File: src/rtl/step_pkg.sv
// Shared definitions for the step controller.
//   step_state_t : controller FSM states
//   CTRL_*       : bit positions inside the host control register
package step_pkg;

  typedef enum logic [1:0] {
    S_IDLE      = 2'd0,
    S_WAIT_RDY  = 2'd1,
    S_WAIT_DONE = 2'd2
  } step_state_t;

  localparam int unsigned CTRL_STEP_REQ  = 0;
  localparam int unsigned CTRL_STEP_MODE = 1;
  localparam int unsigned CTRL_BURST_EN  = 2;
  localparam int unsigned CTRL_HALT      = 3;

endpackage

File: src/rtl/step_edge_det.sv
// Registered rising-edge detector.
//   clk, aclr : clock and asynchronous active-low reset
//   sig_in    : level to watch
//   rise      : high in the cycle where sig_in is high but was low at the previous edge
module step_edge_det (
  input  logic clk,
  input  logic aclr,
  input  logic sig_in,
  output logic rise
);

  logic sig_q;

  always_ff @(posedge clk or negedge aclr) begin
    if (!aclr) begin
      sig_q <= 1'b0;
    end else begin
      sig_q <= sig_in;
    end
  end

  assign rise = sig_in & ~sig_q;

endmodule

File: src/rtl/step_ctrl_unit.sv
// Step controller for the parallel bilinear downscaler lane array.
// Decodes the host control register into free-run, single-step or N-step burst
// operation and issues registered, per-lane masked step strobes.
// Ports:
//   clk, aclr              : clock, asynchronous active-low reset
//   ctrl_reg               : bit0 step_req, bit1 step_mode, bit2 burst_en, bit3 halt
//   burst_len              : steps per burst (0 behaves as 1)
//   lane_mask              : lanes enabled for the next accepted request
//   pipe_ready, pipe_done  : pipeline handshake
//   step_mode, step_pulse, lane_step, busy, step_ack, req_dropped, steps_done : registered status
// Optional build macro STEP_TIMEOUT_EN adds a watchdog on S_WAIT_DONE and the
// sticky timeout_err output.
module step_ctrl_unit
  import step_pkg::*;
#(
  parameter int unsigned CTRL_W      = 8,
  parameter int unsigned CNT_W       = 16,
  parameter int unsigned NUM_LANES   = 4,
  parameter int unsigned TIMEOUT_CYC = 1024
) (
  input  logic                 clk,
  input  logic                 aclr,
  input  logic [CTRL_W-1:0]    ctrl_reg,
  input  logic [CNT_W-1:0]     burst_len,
  input  logic [NUM_LANES-1:0] lane_mask,
  input  logic                 pipe_ready,
  input  logic                 pipe_done,
  output logic                 step_mode,
  output logic                 step_pulse,
  output logic [NUM_LANES-1:0] lane_step,
  output logic                 busy,
  output logic                 step_ack,
  output logic                 req_dropped,
  output logic [CNT_W-1:0]     steps_done
`ifdef STEP_TIMEOUT_EN
  ,
  output logic                 timeout_err
`endif
);

  step_state_t          state_q, state_d;
  logic [CNT_W-1:0]     remaining_q, remaining_d;
  logic [NUM_LANES-1:0] mask_q, mask_d;
  logic                 dropped_q, dropped_d;
  logic                 step_pulse_q, step_pulse_d;
  logic [NUM_LANES-1:0] lane_step_q, lane_step_d;
  logic                 ack_q, ack_d;
  logic                 busy_q, busy_d;
  logic                 mode_q;
  logic [CNT_W-1:0]     steps_done_q, steps_done_d;
  logic                 req_rise;

  logic mode_in, halt, burst_en, unused_ctrl;
  assign mode_in     = ctrl_reg[CTRL_STEP_MODE];
  assign halt        = ctrl_reg[CTRL_HALT];
  assign burst_en    = ctrl_reg[CTRL_BURST_EN];
  assign unused_ctrl = ^ctrl_reg;

`ifdef STEP_TIMEOUT_EN
  localparam int unsigned WdW = $clog2(TIMEOUT_CYC + 1);
  logic [WdW-1:0] wdog_q, wdog_d;
  logic           tout_q, tout_d;
`endif

  step_edge_det u_req_edge (
    .clk    (clk),
    .aclr   (aclr),
    .sig_in (ctrl_reg[CTRL_STEP_REQ]),
    .rise   (req_rise)
  );

  always_comb begin
    state_d      = state_q;
    remaining_d  = remaining_q;
    mask_d       = mask_q;
    dropped_d    = dropped_q;
    step_pulse_d = 1'b0;
    ack_d        = 1'b0;
`ifdef STEP_TIMEOUT_EN
    tout_d       = tout_q;
`endif
    if (!mode_in) begin
      // Free run: FSM parked, every ready cycle not halted yields a step on all lanes.
      state_d      = S_IDLE;
      remaining_d  = '0;
      mask_d       = '1;
      step_pulse_d = pipe_ready & ~halt;
    end else if (halt) begin
      // Halt beats everything, including a simultaneous request.
      state_d     = S_IDLE;
      remaining_d = '0;
      if (req_rise) dropped_d = 1'b1;
    end else begin
      unique case (state_q)
        S_IDLE: begin
          if (req_rise) begin
            if (lane_mask != '0) begin
              mask_d      = lane_mask;
              remaining_d = (burst_en && burst_len != '0) ? burst_len : CNT_W'(1);
              dropped_d   = 1'b0;
              state_d     = S_WAIT_RDY;
`ifdef STEP_TIMEOUT_EN
              tout_d      = 1'b0;
`endif
            end else begin
              dropped_d = 1'b1;
            end
          end
        end
        S_WAIT_RDY: begin
          if (req_rise) dropped_d = 1'b1;
          if (pipe_ready) begin
            step_pulse_d = 1'b1;
            remaining_d  = remaining_q - CNT_W'(1);
            state_d      = S_WAIT_DONE;
          end
        end
        S_WAIT_DONE: begin
          if (req_rise) dropped_d = 1'b1;
          // pipe_done is ignored during the pulse cycle itself.
          if (pipe_done && !step_pulse_q) begin
            if (remaining_q == '0) begin
              ack_d   = 1'b1;
              state_d = S_IDLE;
            end else begin
              state_d = S_WAIT_RDY;
            end
          end
`ifdef STEP_TIMEOUT_EN
          else if (wdog_q == WdW'(TIMEOUT_CYC - 1)) begin
            state_d     = S_IDLE;
            remaining_d = '0;
            tout_d      = 1'b1;
          end
`endif
        end
        default: state_d = S_IDLE;
      endcase
    end

    lane_step_d  = step_pulse_d ? mask_d : '0;
    busy_d       = (state_d != S_IDLE);
    steps_done_d = steps_done_q + CNT_W'(step_pulse_d);
  end

`ifdef STEP_TIMEOUT_EN
  // Counts cycles spent in S_WAIT_DONE; zero on entry.
  always_comb begin
    wdog_d = '0;
    if (state_q == S_WAIT_DONE && state_d == S_WAIT_DONE) wdog_d = wdog_q + WdW'(1);
  end

  always_ff @(posedge clk or negedge aclr) begin
    if (!aclr) begin
      wdog_q <= '0;
      tout_q <= 1'b0;
    end else begin
      wdog_q <= wdog_d;
      tout_q <= tout_d;
    end
  end

  assign timeout_err = tout_q;
`endif

  always_ff @(posedge clk or negedge aclr) begin
    if (!aclr) begin
      state_q      <= S_IDLE;
      remaining_q  <= '0;
      mask_q       <= '0;
      dropped_q    <= 1'b0;
      step_pulse_q <= 1'b0;
      lane_step_q  <= '0;
      ack_q        <= 1'b0;
      busy_q       <= 1'b0;
      mode_q       <= 1'b0;
      steps_done_q <= '0;
    end else begin
      state_q      <= state_d;
      remaining_q  <= remaining_d;
      mask_q       <= mask_d;
      dropped_q    <= dropped_d;
      step_pulse_q <= step_pulse_d;
      lane_step_q  <= lane_step_d;
      ack_q        <= ack_d;
      busy_q       <= busy_d;
      mode_q       <= mode_in;
      steps_done_q <= steps_done_d;
    end
  end

  assign step_mode   = mode_q;
  assign step_pulse  = step_pulse_q;
  assign lane_step   = lane_step_q;
  assign busy        = busy_q;
  assign step_ack    = ack_q;
  assign req_dropped = dropped_q;
  assign steps_done  = steps_done_q;

endmodule

File: config.mk
export PLATFORM = sky130hd
export DESIGN_NAME = step_ctrl_unit
export DESIGN_NICKNAME = d
export VERILOG_FILES = /design/src/rtl/step_pkg.sv /design/src/rtl/step_edge_det.sv /design/src/rtl/step_ctrl_unit.sv
export SDC_FILE = /design/constraint.sdc
export NUM_CORES = 1
export LEC_CHECK = 0
export ABC_AREA = 1
export BUFFER_PORTS_ARGS = -buffer_cell sky130_fd_sc_hd__buf_2
export CORE_ASPECT_RATIO = 0.5
export CORE_MARGIN = 4
export CORE_UTILIZATION = 50
export CTS_BUF_LIST = sky130_fd_sc_hd__clkbuf_4 sky130_fd_sc_hd__clkbuf_8 sky130_fd_sc_hd__clkbuf_16
export DETAILED_ROUTE_END_ITERATION = 6
export PLACE_DENSITY = 0.76
export REMOVE_ABC_BUFFERS = 1
export SYNTH_ARGS = -nofsm -noshare
export SYNTH_HDL_FRONTEND = slang
export SYNTH_HIERARCHICAL = 1
export SYNTH_SLANG_ARGS = --single-unit
File: constraint.sdc
create_clock -name clk -period 2.3 [get_ports clk]
set_input_delay 0.115 -clock clk [delete_from_list [all_inputs] [get_ports clk]]
set_output_delay 0.115 -clock clk [all_outputs]
set_load 0.1 [all_outputs]
==> flow_metrics.py <==
metrics = {
    "run": {
        "max_cap_violations": 0,
    },
    "run_status": {
        "outcome": "completed",
    },
    "worst_setup_path": {
        "r2r_slack_ns": 0.22,
        "crit_path_max_incr_delay_ns": 0.39,
        "rr_worst_depth": 14,
        "cp_common_cell": "nor2_1",
        "critical_path_class": "reg2reg",
        "cp.required_ns": 2.52,
        "worstSetupStartpointType": "flip-flop",
        "endpoint_kind": "flip-flop",
        "path_cells": "inv_2, ha_2, o21ai_1, inv_1, ha_1, ha_2, nand2_1, nor2_1, nand3_1, nor2_2, nand2_2, nor2_1, nor2_1, nor2_1",
        "crit_arrival_ns": 2.30,
        "slowest_stage": "dfrtp_1",
        "crit_start": "state_q[1]",
        "reg2reg_to": "steps_done[14]",
        "crit_end": "steps_done[14]",
        "critPathTopFamily": "simple AND/OR/NAND/NOR gates",
        "worst-path-max-fanout": 5,
        "cp.buffers_inverters": 2,
        "timing.rr.start": "state_q[1]",
        "cp.depth": 14,
    },
    "cts": {
        "root_buffer": "clkbuf_16",
        "cts_buffer_depth": 2,
        "cts_sinks": 48,
        "path_clk_slew_ns": 0.06,
        "worstSkewPairLatency_ns": 0.29,
        "cts_tree": "built",
        "cts.htree.levels": 2,
        "cts_buffers": 5,
    },
    "floorplanning": {
        "boundaryPins": 57,
        "fp.dieW_um": 115,
        "fp.dieH_um": 61.3,
        "core.rowCount": 19,
        "die_area_um2": 7020,
        "core-area_um2": 5490,
        "initial_core_util_pct": 51.7,
    },
    "synth": {
        "syn_inst": 391,
        "ys_ff_latch": 48,
        "synth.avg_cell_area_um2": 7.26,
        "yosysSeqAreaShare_pct": 42.3,
        "async_flop_share_pct": 100,
        "synth_edf_count": 0,
        "synth_cell_types": 28,
        "netlist_area_um2": 2840,
        "synth_ff_type": "dfrtp_1",
        "yosysWarnings": 6,
    },
    "cells_and_area": {
        "layout.nets": 489,
        "final_area_um2": 3420,
        "diodes": 0,
        "syn_to_final_growth_pct": 20.3,
        "layout_commonest_cell": "nand2_1",
        "final_cell_mix": "nand2_1 (127), nor2_1 (56), buf_2 (52)",
        "layout-drive-gt1-share_pct": 18.4,
        "post-route-util_pct": 62.2,
    },
    "route": {
        "wl_per_cell_um": 12.0,
        "num_vias": 2637,
        "drc": 0,
        "via_per_inst": 5.04,
        "drt_wl_total_um": 6290,
        "dr.pass1.iters": 4,
        "drt_iter0_markers": 139,
        "detail-route-antenna-nets": 0,
    },
    "sta": {
        "slew_headroom_pct": 60.2,
        "finalSetupViolCount": 0,
        "hold_viol": 0,
        "finClkSkew_ns": 0.00638,
        "drv_slew": 0,
        "fmax_mhz": 481,
        "tightest_slew_ns": 0.597,
        "period_share_pct": 90.4,
        "fin_crit_ns": 2.08,
        "setup-tns-final_ns": 0,
        "fin_hold_ws_ns": 0.0534,
    },
    "placement": {
        "dpl_cell_area_um2": 3150,
        "place.gp.congestion": 0.948,
        "port_buffers": 52,
        "dp_hpwl_um": 4550,
    },
    "hold_path": {
        "hp-class": "in2reg",
    },
    "global_routing": {
        "grt_max_degree": 49,
        "antenna_found_initial": 0,
        "grt.overflow.total": 0,
        "grtUsageTotal_pct": 19.3,
        "grt_pass1_vias": 2321,
        "grt_first_pass_wirelength_um": 10600,
    },
    "pwr": {
        "worst_ir_drop_vdd_v": 0.000571,
        "power_density_nw_per_um2": 798,
        "power.leakage_nw": 1.92,
    },
}
==> metal layers <==
| layer | part of all wire, % | up-vias | global-route usage, % |
|---|---|---|---|
| li1 | - | 1354 | - |
| met1 | 47 | 1219 | 26.0 |
| met2 | 46 | 57 | 32.5 |
| met3 | 5.9 | 7 | 4.12 |
| met4 | 0.92 | 0 | 5.25 |
| met5 | 0 | - | 0 |
==> cells in the mapped netlist, types with 3 or more instances <==
cell,n,area (µm²)
a21oi_1,6,30.0
a31oi_1,4,25.0
buf_4,3,22.5
buf_6,3,33.8
dfrtp_1,48,1200
ha_1,8,100
inv_1,37,139
nand2_1,128,480
nand3_1,45,225
nor2_1,57,214
nor2_2,4,25.0
nor3_1,6,30.0
o21ai_0,15,75.1
xnor2_1,5,43.8
xor2_1,6,52.6
==> how the worst min path moves through the flow <==
stage,startpoint,endpoint,slack [ns],depth (start not counted)
after floorplan,aclr,busy,-0.18,0
after global placement,ctrl_reg[0],u_req_edge/sig_q,0.24,1
after detailed placement,aclr,remaining_q[7],0.25,2
after CTS,ctrl_reg[1],step_mode,0.04,1
after global routing,ctrl_reg[1],step_mode,0.04,1
final,ctrl_reg[1],step_mode,0.05,1
==> registers in the layout (all words and copies together), names as in the netlist, 2 cells and up <==
| name | cells |
|---|---|
| mask_q | 4 |
| state_q | 2 |
| steps_done | 16 |
| remaining_q | 16 |
| lane_step | 4 |
==> cell type report <==
cell class,count,area (µm²)
clock buffers,5,125
clock inverters,3,90.1
fillers,485,2070
inverters,38,143
multi-input cells,296,1440
flip-flops and latches,48,1200
well taps,73,91.3
repair buffers,60,325
==> cells by family (layout without fill, tap and decap cells) <==
family                     count (synthesis)  in the layout  synth area share, %
xor gates and xnor gates                  11             11                 3.39
buffers and inverters                     47            106                 7.49
and+or+nand+nor                          247            247                 36.6
adders and majority gates                  8              8                 3.52
DFF                                       48             48                 42.3
AOI/OAI and AO/OA                         30             30                 6.74
==> stage by stage <==
stage	setup WS [ns]	cells	total power, mW
global placement	0.198	511	1.68
CTS	0.0278	521	2.75
detailed placement	0.140	511	1.69
finish	0.220	523	2.73
floorplan	-0.302	382	1.53
global route	-0.0195	523	2.85
==> repair_timing <==
action,CTS,global route
hold buffers,2,0
endpoints found under the setup margin,0,4
buffers inserted,0,2
gates resized for setup,0,8
endpoints found under the hold margin,49,0
==> where the power goes <==
part           leakage, nW  switching [mW]  internal [mW]
logic                 1.19           0.577          0.143
clock network        0.104           0.314          0.732
registers            0.628          0.0517          0.906
(Power assumes the default switching activity.)
